<file path="config.mk">
export PLATFORM = sky130hd
export DESIGN_NAME = status_ctrl
export DESIGN_NICKNAME = d
export VERILOG_FILES = /design/src/rtl/status_ctrl.sv
export SDC_FILE = /design/constraint.sdc
export NUM_CORES = 1
export LEC_CHECK = 0
export BUFFER_PORTS_ARGS = -buffer_cell sky130_fd_sc_hd__buf_2
export CAP_MARGIN = 25
export CORE_MARGIN = 4
export CORE_UTILIZATION = 41
export CTS_BUF_LIST = sky130_fd_sc_hd__clkbuf_4 sky130_fd_sc_hd__clkbuf_8
export DETAILED_ROUTE_END_ITERATION = 8
export PLACE_DENSITY_LB_ADDON = 0.15
export SLEW_MARGIN = 30
export SYNTH_ARGS = -nofsm -noshare
export SYNTH_HDL_FRONTEND = slang
export SYNTH_SLANG_ARGS = --single-unit
</file>
<file path="constraint.sdc">
create_clock -name clk -period 1.45 [get_ports clk]
set_input_delay 0.0725 -clock clk [delete_from_list [all_inputs] [get_ports clk]]
set_output_delay 0.0725 -clock clk [all_outputs]
set_load 0.005 [all_outputs]
</file>
<file path="src/rtl/status_ctrl.sv">
// status_ctrl: per-channel start/done handshake between a PS control word and PL.
// Define STATUS_TIMEOUT_EN to add a per-channel watchdog and the ERR state.
module status_ctrl #(
    parameter int NCH            = 4,
    parameter int STATUS_ADDR    = 0,
    parameter int TIMEOUT_CYCLES = 65535
) (
    input  logic           clk,
    input  logic           rstn,
    input  logic [63:0]    dout,
    output logic [31:0]    din,
    output logic [1:0]     addr,
    output logic           wen,
    output logic [NCH-1:0] in_data_valid,
    input  logic [NCH-1:0] out_data_valid
);

`ifdef STATUS_TIMEOUT_EN
    typedef enum logic [1:0] {S_IDLE, S_BUSY, S_DONE, S_ERR} state_t;
    localparam int CW = $clog2(TIMEOUT_CYCLES + 1);
`else
    typedef enum logic [1:0] {S_IDLE, S_BUSY, S_DONE} state_t;
    localparam int unused_tmo = TIMEOUT_CYCLES;
`endif

    logic [NCH-1:0] start, ack, start_rise;
    logic           clr_rise;
    logic [NCH-1:0] prev_start_q;
    logic           prev_clr_q;
    state_t         state_q [NCH];
    state_t         state_d [NCH];
    logic [NCH-1:0] ovr_q, ovr_d, ovr_set;
    logic [NCH-1:0] idv_q, idv_d;
    logic [31:0]    din_q, din_d;
    logic           unused_dout;
`ifdef STATUS_TIMEOUT_EN
    logic [CW-1:0]  cnt_q [NCH];
    logic [CW-1:0]  cnt_d [NCH];
`endif

    assign start       = dout[32 +: NCH];
    assign ack         = dout[40 +: NCH];
    assign start_rise  = start & ~prev_start_q;
    assign clr_rise    = dout[48] & ~prev_clr_q;
    assign unused_dout = ^dout;

    assign din           = din_q;
    assign addr          = 2'(STATUS_ADDR);
    assign wen           = 1'b1;
    assign in_data_valid = idv_q;

    always_comb begin
        state_d = state_q;
        idv_d   = '0;
        ovr_set = '0;
`ifdef STATUS_TIMEOUT_EN
        cnt_d   = cnt_q;
`endif
        for (int i = 0; i < NCH; i++) begin
            unique case (state_q[i])
                S_IDLE: begin
                    if (start_rise[i]) begin
                        state_d[i] = S_BUSY;
                        idv_d[i]   = 1'b1;
`ifdef STATUS_TIMEOUT_EN
                        cnt_d[i]   = '0;
`endif
                    end
                end
                S_BUSY: begin
                    // A start while busy is dropped and flagged as overrun
                    if (start_rise[i]) ovr_set[i] = 1'b1;
                    if (out_data_valid[i]) state_d[i] = S_DONE;
`ifdef STATUS_TIMEOUT_EN
                    else if (cnt_q[i] == CW'(TIMEOUT_CYCLES - 1))
                        state_d[i] = S_ERR;
                    else
                        cnt_d[i] = cnt_q[i] + 1'b1;
`endif
                end
                S_DONE: begin
                    if (start_rise[i]) begin
                        state_d[i] = S_BUSY;
                        idv_d[i]   = 1'b1;
`ifdef STATUS_TIMEOUT_EN
                        cnt_d[i]   = '0;
`endif
                    end else if (ack[i]) begin
                        state_d[i] = S_IDLE;
                    end
                end
`ifdef STATUS_TIMEOUT_EN
                S_ERR: begin
                    if (start_rise[i]) ovr_set[i] = 1'b1;
                    if (ack[i]) state_d[i] = S_IDLE;
                end
`endif
                default: state_d[i] = S_IDLE;
            endcase
        end
    end

    // A new overrun in the clearing cycle survives the clear
    assign ovr_d = (clr_rise ? '0 : ovr_q) | ovr_set;

    always_comb begin
        din_d = '0;
        for (int i = 0; i < NCH; i++) begin
            din_d[i]      = (state_q[i] == S_DONE);
            din_d[8 + i]  = (state_q[i] == S_BUSY);
            din_d[16 + i] = ovr_q[i];
`ifdef STATUS_TIMEOUT_EN
            din_d[24 + i] = (state_q[i] == S_ERR);
`endif
        end
    end

    always_ff @(posedge clk or negedge rstn) begin
        if (!rstn) begin
            prev_start_q <= '1;
            prev_clr_q   <= 1'b1;
            ovr_q        <= '0;
            idv_q        <= '0;
            din_q        <= '0;
            for (int i = 0; i < NCH; i++) begin
                state_q[i] <= S_IDLE;
`ifdef STATUS_TIMEOUT_EN
                cnt_q[i]   <= '0;
`endif
            end
        end else begin
            prev_start_q <= start;
            prev_clr_q   <= dout[48];
            ovr_q        <= ovr_d;
            idv_q        <= idv_d;
            din_q        <= din_d;
            for (int i = 0; i < NCH; i++) begin
                state_q[i] <= state_d[i];
`ifdef STATUS_TIMEOUT_EN
                cnt_q[i]   <= cnt_d[i];
`endif
            end
        end
    end

endmodule

</file>
==> results.py <==
metrics = {
    "yosys": {
        "avgSynthCellArea_um2": 12.87,
        "ys_seq_area_share_pct": 65.97,
        "ys_warn_count": 0,
        "synth_cells": 98,
        "synth_cell_type_count": 13,
        "ys_ff_latch": 33,
        "syn_area_mm2": 0.001261,
    },
    "timing": {
        "post-route-period-util_pct": 64.86,
        "tns_ns": 0,
        "finalSetupViolCount": 0,
        "slew_headroom_pct": 53.85,
        "period_minus_slack_ns": 0.9404,
        "worstMarginPinSlew_ns": 0.6922,
        "whs_ns": 0.02973,
        "drv_slew": 0,
        "fmax_mhz": 1063,
        "setup_ws_ns": 0.5096,
        "rsz0062_at_grt": "false",
        "finalHoldViolations": 0,
        "fin_skew_ns": 0.007154,
    },
    "floorplanning": {
        "die_width_um": 63.46,
        "die_area_mm2": 0.004027,
        "rows": 19,
        "die_h_um": 63.46,
        "coreArea_mm2": 0.002853,
        "start_util_pct": 44.21,
        "io-pin-count": 109,
    },
    "clocking": {
        "path_clk_slew_ns": 0.09,
        "ctsResizeCount": 0,
        "cts_buffers": 5,
        "cts_hold_buf": 10,
        "cts_max_level": 2,
        "cts_buffer_depth": 2,
        "cts_setup_buffers": 0,
        "cts_tree": "done",
        "cts_sinks": 33,
        "clkLatencyLatePin_ns": 0.32,
        "root_buffer": "clkbuf_4",
    },
    "route": {
        "via_count": 748,
        "drc_errors": 0,
        "antenna_left": 0,
        "dr.first_iter.drc_count": 38,
        "dr.pass1.iters": 4,
        "avgViaCountPerCell": 4.299,
        "routed_wl_um": 1984,
        "wire_per_inst_um": 11.40,
    },
    "worst_setup_path": {
        "start_kind": "flop",
        "cp.arrival_ns": 1.19,
        "critPathMaxStageDelay_ns": 0.52,
        "cp_slowest_cell": "dfstp_2",
        "crit_chain": "nand2b_1, o2bb2ai_1",
        "crit_type": "flop to flop",
        "cp_max_fo": 4,
        "required_ns": 1.70,
        "critPathCaptureType": "flop",
    },
    "final_layout": {
        "multi_input_area_um2": 305.3,
        "antenna-diode-count": 0,
        "final_core_util_pct": 53.11,
        "final_cells": 174,
        "final-seq-area_um2": 832.0,
        "final_nets": 213,
        "fillers": 259,
        "drive_gt1_share_pct": 29.37,
        "area_growth_syn_to_layout_pct": 20.14,
    },
    "placement": {
        "placed_cells": 157,
        "place.port_buffers": 30,
        "dp_hpwl_um": 1415,
        "gp_congestion": 0.7312,
        "place_ws_ns": 0.5151,
    },
    "global_routing": {
        "gr-usage-all-layers_pct": 10.54,
        "use_met2_pct": 14.60,
        "busiest_layer": "met2",
        "grt_pass1_vias": 693,
        "grt_overflow_total": 0,
        "grt_use_met3_pct": 6.572,
        "grt_first_pass_wirelength_um": 3125,
        "antenna_found_initial": 0,
        "use_met1_pct": 12.47,
        "grt_max_degree": 34,
    },
    "power_and_ir_drop": {
        "p_leak_uw": 0.0008435,
        "vdd_drop_max_v": 0.0005669,
        "powerDensity_mw_per_mm2": 1211,
    },
    "run_status": {
        "status": "completed",
    },
    "run": {
        "drv_cap": 0,
    },
    "hold_path": {
        "hp-class": "input pin to flop",
    },
}
routing by layer:
layer / vias to the layer above / routed length [µm]
met5: - / 0
met4: 0 / 46
li1: 360 / -
met2: 39 / 852
met1: 343 / 867
met3: 6 / 218
cells in the mapped netlist:
library cell	count	share of area, %
inv_1	8	2.4
o2bb2ai_1	4	2.8
dfrtp_1	28	56
nand2b_1	9	4.5
buf_4	23	14
and3b_1	3	2.1
dfstp_2	5	10
nor2b_1	4	2.0
a31o_1	3	2.1
conb_1	2	0.60
a32o_1	1	0.79
nor2_1	4	1.2
o22ai_1	4	2.0
registers in the layout, summed over array words and instances (netlist names):
signal / flops
din: 12
in_data_valid: 4
ovr_q: 4
prev_clr_q: 1
prev_start_q: 4
state_q: 8
placed cells by master, fill, tap and decap left out:
cell / n
nand2b_1: 9
inv_1: 8
and3b_1: 3
clkbuf_4: 6
dlygate4sd3_1: 10
nor2b_1: 4
a31o_1: 3
a32o_1: 1
o2bb2ai_1: 4
conb_1: 23
buf_2: 30
dfrtp_1: 28
o22ai_1: 4
clkbuf_8: 1
dfstp_2: 5
nor2_1: 4
power by group:
group,switching [µW],internal (µW),total (µW)
Combinational,115,118,234
Clock,280,247,528
Sequential,44.8,1030,1070
final cells by class:
type,count,area share [%]
sequential,33,54.91
multi-input combinational,55,20.15
timing repair buffer,40,16.52
clock buffer,7,3.881
tap,31,2.560
inverter,8,1.982
critical path, delay by kind of cell (launching register included):
kind,cells,cell delay (ns)
AOI/OAI and AO/OA,1,0.15
and+or+nand+nor,1,0.20
DFF,1,0.52
path summary, 6_finish.rpt:
| check | from | end | slack [ns] | cells past startpoint |
|---|---|---|---|---|
| worst min-delay path | dout[40] | state_q[7] | 0.03 | 3 |
| min in group asynchronous | rstn | din[11] | 0.33 | 2 |
| max in group asynchronous | rstn | state_q[3] | 0.67 | 2 |
| worst max register to register | prev_clr_q | ovr_q[3] | 0.51 | 2 |
| worst min register to register | ovr_q[1] | din[17] | 0.38 | 0 |
| worst max-delay path | prev_clr_q | ovr_q[3] | 0.51 | 2 |
logic make-up (layout without fill, tap and decap cells):
group / after synthesis / count (layout) / share of synthesized area (%)
DFF: 33 / 33 / 65.97
buffers and inverters: 31 / 55 / 16.07
and+or+nand+nor: 20 / 20 / 9.722
AOI/OAI and AO/OA: 12 / 12 / 7.639
other: 2 / 23 / 0.5955
through the flow:
step	area [µm²]	total power (µW)
2_1_floorplan	1340	1237
3_5_place_dp	1356	1308
5_1_grt	1515	1950
6_report	1515	1835
3_3_place_gp	1356	1300
4_1_cts	1515	1855
Power figures use the tool's default switching activity.
